### src/rtl/onehot_bus_arbiter.sv
// onehot_bus_arbiter: round-robin selector of N request channels into one registered output with backpressure and conflict stats
module onehot_bus_arbiter #(
    parameter int WIDTH = 16,
    parameter int N     = 4
) (
    input  logic                 Clk,
    input  logic                 Reset_n,
    input  logic [N-1:0]         Req,
    input  logic [N*WIDTH-1:0]   Data_In,
    input  logic                 Out_Ready,
    input  logic                 Clr_Conflict,
    output logic [N-1:0]         Grant,
    output logic [WIDTH-1:0]     Q_Out,
    output logic                 Out_Valid,
    output logic                 Conflict,
    output logic [7:0]           Conflict_Count
);
    localparam int PW = (N > 1) ? $clog2(N) : 1;

    logic [PW-1:0]    ptr_q, ptr_d, win;
    logic [2*N-1:0]   req_rot2, gnt_rot2;
    logic [N-1:0]     rot, first, gnt;
    logic [WIDTH-1:0] q_out_q, q_out_d, sel;
    logic             out_valid_q, out_valid_d, conflict_q, conflict_d, load, multi;
    logic [7:0]       count_q, count_d;
    logic [WIDTH-1:0] ch [N];

    genvar g;
    generate
        for (g = 0; g < N; g++) begin : g_ch
            assign ch[g] = Data_In[g*WIDTH +: WIDTH];
        end
    endgenerate

    // rotate requests so the pointer sits at bit 0, pick the lowest set bit, rotate back, then compute next state
    always_comb begin
        load        = (|Req) && (!out_valid_q || Out_Ready) && Reset_n;
        multi       = |(Req & (Req - 1'b1));
        req_rot2    = {Req, Req} >> ptr_q;
        rot         = req_rot2[N-1:0];
        first       = rot & (~rot + 1'b1);
        gnt_rot2    = {first, first} << ptr_q;
        gnt         = gnt_rot2[2*N-1:N];
        Grant       = load ? gnt : '0;
        win         = '0;
        sel         = '0;
        for (int i = 0; i < N; i++) begin
            if (gnt[i]) begin
                win = PW'(i);
                sel = ch[i];
            end
        end
        q_out_d     = load ? sel : q_out_q;
        out_valid_d = load ? 1'b1 : (Out_Ready ? 1'b0 : out_valid_q);
        ptr_d       = load ? ((win == PW'(N-1)) ? '0 : win + 1'b1) : ptr_q;
        conflict_d  = Clr_Conflict ? 1'b0 : ((load && multi) ? 1'b1 : conflict_q);
        count_d     = Clr_Conflict ? 8'd0 : ((load && multi && count_q != 8'hFF) ? count_q + 8'd1 : count_q);
    end

    // state registers, cleared asynchronously
    always_ff @(posedge Clk or negedge Reset_n) begin
        if (!Reset_n) begin
            ptr_q       <= '0;
            q_out_q     <= '0;
            out_valid_q <= 1'b0;
            conflict_q  <= 1'b0;
            count_q     <= 8'd0;
        end else begin
            ptr_q       <= ptr_d;
            q_out_q     <= q_out_d;
            out_valid_q <= out_valid_d;
            conflict_q  <= conflict_d;
            count_q     <= count_d;
        end
    end

    assign Q_Out          = q_out_q;
    assign Out_Valid      = out_valid_q;
    assign Conflict       = conflict_q;
    assign Conflict_Count = count_q;
endmodule
### config.mk
export PLATFORM = sky130hd
export DESIGN_NAME = onehot_bus_arbiter
export DESIGN_NICKNAME = d
export VERILOG_FILES = /design/src/rtl/onehot_bus_arbiter.sv
export SDC_FILE = /design/constraint.sdc
export NUM_CORES = 1
export LEC_CHECK = 0
export CELL_PAD_IN_SITES_DETAIL_PLACEMENT = 1
export CELL_PAD_IN_SITES_GLOBAL_PLACEMENT = 1
export CORE_UTILIZATION = 29
export DETAILED_ROUTE_END_ITERATION = 10
export MAX_ROUTING_LAYER = met4
export PLACE_DENSITY = 0.89
export RECOVER_POWER = 50
export SYNTH_ARGS = -nofsm -noshare
export SYNTH_HDL_FRONTEND = slang
export SYNTH_SLANG_ARGS = --single-unit
### constraint.sdc
create_clock -name Clk -period 1.9 [get_ports Clk]
set_input_delay 0.38 -clock Clk [delete_from_list [all_inputs] [get_ports Clk]]
set_output_delay 0.38 -clock Clk [all_outputs]
set_load 0.05 [all_outputs]
# --- Word-level counts from Yosys, hierarchy flattened ---
# Cells that the tools add are included.
op_classes:
  eq_ne: 2
  n_bitwise: 3
  addsub: 4
  n_reduce_logical: 11
  mux: 15
  shift: 2
op_table:
  columns: ["operator", "count"]
  rows:
  - ["16-bit 2-to-1 mux", 4]
  - ["8-bit 2-to-1 mux", 2]
  - ["8-bit by 1-bit adder with 8-bit output (second input constant)", 1]
  - ["4-bit AND", 2]
  - ["8-bit inequality test (second input constant)", 1]
  - ["4-bit OR reduction", 2]
  - ["8-bit by 2-bit left shift with 8-bit output", 1]
  - ["8-bit by 2-bit right shift with 4-bit output", 1]
  - ["2-bit 2-to-1 mux", 3]
  - ["2-bit nonzero test", 3]
  - ["1-bit 2-to-1 mux", 5]
  - ["4-bit by 1-bit adder with 4-bit output (second input constant)", 1]
  - ["1-bit logical AND", 4]
  - ["4-bit 2-to-1 mux", 1]
  - ["4-bit inverter", 1]
  - ["4-bit by 1-bit subtractor with 4-bit output (second input constant)", 1]
  - ["2-bit by 1-bit adder with 2-bit output (second input constant)", 1]
  - ["2-bit == test (second input constant)", 1]
  - ["1-bit zero test", 1]
  - ["1-bit logical OR", 1]
totals:
  regBits: 28
  elab_cells: 42
  inputBits: 72

# --- Logic depth before layout (Yosys ltp) ---
# Gate-level depths: netlist of run 1.
depth:
  word_depth: 10
  mapped_depth: 8
  ltp_nobuf: 6

# --- Least setup slack after synthesis of run 1 ---
# OpenSTA, ideal clock, no wires.
synth_timing:
  path_type: "reg2out"
  startpoint: "reg ptr_q[1]"
  endpoint: "out Grant[0]"
  t_arrival_ps: 2009
  path_slack_ps: -489
  path_stages_with_launch: 8
  cell_sequence: "dfrtp_1 buf_2 o22a_1 o21ai_1 and3_1 buf_2 buf_2 nor2b_1"
synth_between:
  elab_chain_len: 6
synth_rtl:
  columns: ["item", "line_no", "source"]
  rows:
  - ["from (decl)", "20", "logic [PW-1:0] ptr_q, ptr_d, win;"]
  - ["from (signal assigned)", "69", "ptr_q <= ptr_d;"]
  - ["8-bit by 2-bit right shift with 4-bit output", "39", "req_rot2 = {Req, Req} >> ptr_q;"]
  - ["4-bit inverter", "41", "first = rot & (~rot + 1'b1);"]
  - ["4-bit by 1-bit adder with 4-bit output", "41", null]
  - ["4-bit AND", "41", null]
  - ["8-bit by 2-bit left shift with 8-bit output *", "42", "gnt_rot2 = {first, first} << ptr_q;"]
  - ["4-bit 2-to-1 mux *", "44", "Grant = load ? gnt : '0;"]
  - ["to (decl)", "12", "output logic [N-1:0] Grant,"]
# Mark *: on every way between the ends. The rest lies on a longest branch, timed or not.

# --- Final worst setup path of run 1 ---
layout_timing:
  startpoint: "reg ptr_q[0]"
  endpoint: "out Grant[0]"
# Same word-level chain as after synthesis.

==> impl_metrics.tcl, run 1 <==
set metrics [dict create \
    outcome "complete, but fails checks" \
    violations "design-rule violations, negative setup slack" \
    netlist_area_sq_mm 0.00199 \
    end_kind "primary output" \
    cts_inserted_buffers 3 \
    fin_crit_ns 1.93 \
    final_cell_mix "clkdlybuf4s50_1, buf_4, a21oi_1" \
    timing.slew.headroom_pct 57.3 \
    p_leak_uw 0.00125 \
    rsz0062_at_grt "true" \
    postCtsHoldBufs 0 \
    die_area_sq_mm 0.00720 \
    grt_remaining_overflow 0 \
    avgSynthCellArea_sq_um 10.2 \
    io-pin-count 102 \
    grt_pass1_wl_um 11100 \
    htree_levels 1 \
    synth.distinct_cells 40 \
    cp.required_ns 1.52 \
    fmax_ghz 0.519 \
    rr_startpoint "ptr_q[0]" \
    final_nets 386 \
    io_buffers 101 \
    crit_type "reg2out" \
    finalCritPeriodShare_pct 101 \
    totalWireLength_um 6820 \
    die_w_um 84.9 \
    ys.flop_type "dfrtp_1" \
    hold_viol 0 \
    gp_congestion 0.770 \
    routedWlPerCell_um 17.5 \
    start_util_pct 30.6 \
    timing.final.ws_setup_ns -0.0273 \
    vias 2033 \
    hold_slack_ns 0.359 \
    syn_to_final_growth_pct 62.5 \
    dpl.hpwl_um 5170 \
    row_count 29 \
    grt_use_total_pct 20.0 \
    power_per_cell_area_mw_per_mm2 834 \
    clk_latency_ns 0.29 \
    antenna_left 0 \
    cts-root-buf "clkbuf_8" \
    finalPower_uw 2700 \
    synth_edf_count 0 \
    peakVddDrop_v 0.000340 \
    grt_pass1_vias 2283 \
    critPathArrivalTime_ns 1.55 \
    grt_max_degree 26 \
    cts_tree "yes" \
    synth-warning-count 0 \
    dr.pass1.iters 9 \
    ys_async_sr_fraction_pct 100 \
    ys_seq_area_share_pct 35.2 \
    r2r_cells 7 \
    setup_violations 4 \
    slew_viol_final 0 \
    drv_cap 0 \
    core_area_sq_mm 0.00649 \
    crit_start "ptr_q[0]" \
    worst_pin_slew_ns 0.644 \
    viasPerCell 5.23 \
    first_iter_violations 113 \
    clock_skew_ns 0.00870 \
    critPathMaxFanout 6 \
    dieHeight_um 84.9 \
    ys_seq_elements 28 \
    synthesis.nets 269 \
    hold_path_class "in2async" \
    clk_pin_slew_worst_paths_ns 0.11 \
    diodes 0 \
    crit_path_start_kind "flip-flop" \
    synth_cells 196 \
    layout_commonest_cell "clkdlybuf4s50_1" \
    drive_gt1_share_pct 30.8 \
    antenna_found_initial 0 \
    drc 4 \
    cts.sinks 28 \
    cts_buffer_depth 2 \
]
[final cells by class]
cell class	instances	area [sq um]
timing repair buffer	128	1180
tap	77	96.3
clock buffer	3	41.3
multi-input combinational	149	1160
sequential	28	711
clock inverter	1	30.0
fill	736	3260
inverter	3	11.3
[per-stage QoR]
step	instances	utilization (%)	worst slack (ns)	instance area (sq um)	TNS (ns)
floorplan	196	-	0.00402	2030	0
global placement	380	48.7	-0.331	3170	-7.86
detailed placement	380	48.7	-0.392	3170	-9.13
CTS	388	50.4	-0.0372	3280	-0.0635
global route	389	49.8	-0.123	3240	-0.408
finish	389	49.8	-0.0273	3240	-0.0764
[logic make-up (layout without fill, tap and decap cells)]
family / after synthesis / in the layout / share of synthesized area (%)
AO/OA/AOI/OAI: 84 / 84 / 35.1
XOR/XNOR: 5 / 5 / 2.20
adder cells (fa/ha/maj): 2 / 2 / 1.13
buffers and inverters: 19 / 135 / 9.24
flip-flops: 28 / 28 / 35.2
multiplexers: 1 / 1 / 0.566
AND/OR/NAND/NOR: 57 / 57 / 16.5
[critical path: stages (launching register included)]
cell and delay [ns]:
dfrtp_2 0.46, o22a_1 0.22, o21ai_1 0.07, and3_1 0.18, nor2b_4 0.18, buf_12 0.14
[synth_stat cells (3+ instances only)]
library cell,n,area (sq um)
a21oi_1,22,110
a21oi_2,15,131
a221oi_1,9,78.8
a221oi_2,7,105
buf_12,3,60.1
buf_2,6,30.0
buf_6,3,33.8
buf_8,3,45.0
dfrtp_1,28,701
inv_1,3,11.3
nand2_1,9,33.8
nand2b_1,16,100
nand3_1,3,15.0
nor2_1,10,37.5
nor2b_1,6,37.5
nor3_1,3,15.0
o21ai_0,5,25.0
o31ai_1,11,82.6
o31ai_2,6,75.1
xnor2_1,5,43.8
[report_power, final]
| part | total, uW | switching (uW) | internal [uW] |
|---|---|---|---|
| sequential | 782 | 73.3 | 709 |
| combinational | 1420 | 852 | 573 |
| clock | 491 | 209 | 283 |
| total | 2700 | 1130 | 1560 |
[state kept, by name, indices dropped and copies added (netlist names)]
register and flops:
Q_Out 16, Conflict_Count 8, ptr_q 2, Conflict 1
Out_Valid 1
[layer usage]
metal  global-route usage, %  routed length, um  up-vias
met5                       -                  0        -
met4                    5.55                 45        0
met3                    1.75                210        4
met2                    36.0               3630       63
met1                    24.0               2940     1001
li1                        -                  -      965
[final timing paths]
kind                              to  slack (ns)
hold / removal             Out_Valid        0.36
setup / recovery            Grant[0]       -0.03
max in group asynchronous   ptr_q[1]        0.91
min in group Clk           Out_Valid        0.45
hold reg to reg             Conflict        0.54
setup reg to reg            Q_Out[6]        0.17
[timing repair]
item | in CTS | in global routing
resized for setup | 22 | 8
setup endpoints to repair | 22 | 5
pin swaps | 7 | 4
setup buffers | 4 | 1
Note: power is estimated with default switching activity, not from simulation.
==> run 2: changes to the inputs <==
--- a/config.mk
+++ b/config.mk
@@ -9,9 +9,11 @@
 export CELL_PAD_IN_SITES_GLOBAL_PLACEMENT = 1
 export CORE_UTILIZATION = 29
 export DETAILED_ROUTE_END_ITERATION = 10
+export HOLD_SLACK_MARGIN = 0.03
 export MAX_ROUTING_LAYER = met4
 export PLACE_DENSITY = 0.89
 export RECOVER_POWER = 50
+export REMOVE_ABC_BUFFERS = 1
 export SYNTH_ARGS = -nofsm -noshare
 export SYNTH_HDL_FRONTEND = slang
 export SYNTH_SLANG_ARGS = --single-unit
==> constraint.sdc (replaced) <==
create_clock -name Clk -period 1.9 [get_ports Clk]
set_input_delay 0.285 -clock Clk [delete_from_list [all_inputs] [get_ports Clk]]
set_output_delay 0.285 -clock Clk [all_outputs]
set_load 0.05 [all_outputs]
==> impl_metrics.tcl, run 2 (synthesis results as in run 1) <==
set metrics [dict create \
    outcome "complete, but fails checks" \
    violations "design-rule violations, negative setup slack" \
    dieHeight_um 84.9 \
    clk_latency_ns 0.28 \
    layout_commonest_cell "clkdlybuf4s50_1" \
    syn_to_final_growth_pct 66.6 \
    totalWireLength_um 7190 \
    grt_remaining_overflow 0 \
    end_kind "primary output" \
    critPathArrivalTime_ns 1.63 \
    hold_path_class "in2async" \
    seq_area_sq_um 703 \
    fmax_ghz 0.523 \
    fin_tns_setup_ns -0.0117 \
    grt_max_degree 26 \
    cpPeakStageDelay_ns 0.49 \
    drv_cap 0 \
    io_buffers 101 \
    first_iter_violations 76 \
    postPlaceCellArea_sq_mm 0.00321 \
    multi_input_area_sq_mm 0.00116 \
    final_cell_mix "clkdlybuf4s50_1, buf_4, dfrtp_1" \
    timing.final.ws_setup_ns -0.0117 \
    critPathMaxFanout 6 \
    viasPerCell 5.28 \
    setup_violations 1 \
    final_cell_area_sq_mm 0.00332 \
    power_per_cell_area_mw_per_mm2 811 \
    largest_reg_flops 16 \
    cts_buffer_depth 2 \
    finalPower_uw 2690 \
    cts.sinks 28 \
    fin_crit_ns 1.91 \
    htree_levels 1 \
    antenna_left 0 \
    timing.slew.headroom_pct 20.1 \
    worst_pin_slew_ns 1.20 \
    core_area_sq_mm 0.00649 \
    grt_pass1_vias 2351 \
    hold_viol 0 \
    gp_congestion 0.888 \
    clock_skew_ns 0.00638 \
    clk_pin_slew_worst_paths_ns 0.11 \
    cp_cell_sequence "o22a_1, o21ai_1, and3_4, nor2b_4, buf_12" \
    rsz0062_at_grt "true" \
    fillerInstances 759 \
    grt_pass1_wl_um 11500 \
    row_count 29 \
    p_leak_uw 0.00126 \
    cts_tree "yes" \
    final_util_pct 51.0 \
    grt_use_total_pct 20.9 \
    antenna_found_initial 0 \
    postCtsHoldBufs 0 \
    crit_type "reg2out" \
    finalCritPeriodShare_pct 101 \
    peakVddDrop_v 0.000345 \
    die_w_um 84.9 \
    cp.required_ns 1.62 \
    dpl.hpwl_um 5510 \
    drive_gt1_share_pct 27.0 \
    crit_path_start_kind "flip-flop" \
    die_area_sq_mm 0.00720 \
    slew_viol_final 0 \
    start_util_pct 30.6 \
    dr.pass1.iters 9 \
    cpMaxStageDelayCell "dfrtp_2" \
    vias 2092 \
    final_nets 394 \
    cts_inserted_buffers 3 \
    drc 4 \
    diodes 0 \
    routedWlPerCell_um 18.2 \
    io-pin-count 102 \
    cts-root-buf "clkbuf_8" \
]
run 2: changes by cell type in the layout (fill, tap and decap cells not counted), sizes merged:
| cell | delta |
|---|---|
| clkdlybuf4s50 | +14 |
| dlymetal6s2s | -1 |
| dlygate4sd2 | +3 |
| bufinv | -1 |
| clkbuf | -6 |
| buf | -2 |
run 2: critical path, delay by kind of cell (launching register included):
family          cells  cell delay [ns]
buf+inv             1             0.14
flops               1             0.49
simple gates        2             0.38
compound gates      2             0.33
run 2: cell type report:
cell class	instances	share of cell area [%]
Clock buffer	3	1.25
Inverter	3	0.340
Multi-Input combinational cell	149	35.1
Sequential cell	28	21.2
Tap cell	77	2.91
Timing Repair Buffer	136	39.2
run 2: through the flow:
stage               std cells  hold slack, ns  setup slack [ns]
floorplan                 180         -0.0106            -0.852
global placement          386           0.300            -0.269
detailed placement        386           0.320            -0.308
CTS                       393          0.0303           0.00554
global route              396           0.212           -0.0640
finish                    396           0.173           -0.0117
run 2: final timing paths:
check                            end  slack, ns  depth (start not counted)     start
hold reg to reg             Conflict       0.53                          2  Conflict
max in group asynchronous   ptr_q[1]       0.68                          2   Reset_n
min in group Clk            Conflict       0.34                          3   Reset_n
setup reg to reg           Q_Out[11]       0.10                          7  ptr_q[0]
hold / removal              Q_Out[7]       0.17                          2   Reset_n
setup / recovery            Grant[0]      -0.01                          5  ptr_q[0]
run 2: timing repair:
| item | 4_1_cts | 5_1_grt |
|---|---|---|
| pin swaps | 4 | 3 |
| endpoints found under the setup margin | 4 | 8 |
| gates resized for setup | 21 | 12 |
| setup buffers | 4 | 3 |
run 2: power by group:
group / leakage [uW] / switching, uW / total, uW / internal (uW)
registers: 0.000339 / 78.6 / 786 / 708
clock network: 0.0000216 / 203 / 346 / 143
logic: 0.000902 / 884 / 1560 / 673
run 2: metal layers:
| layer | routed length (um) | track usage [%] | part of all wire [%] |
|---|---|---|---|
| met5 | 0 | - | 0 |
| met3 | 331 | 3.21 | 4.6 |
| met4 | 33 | 4.78 | 0.46 |
| met1 | 2870 | 23.5 | 40 |
| met2 | 3950 | 38.9 | 55 |
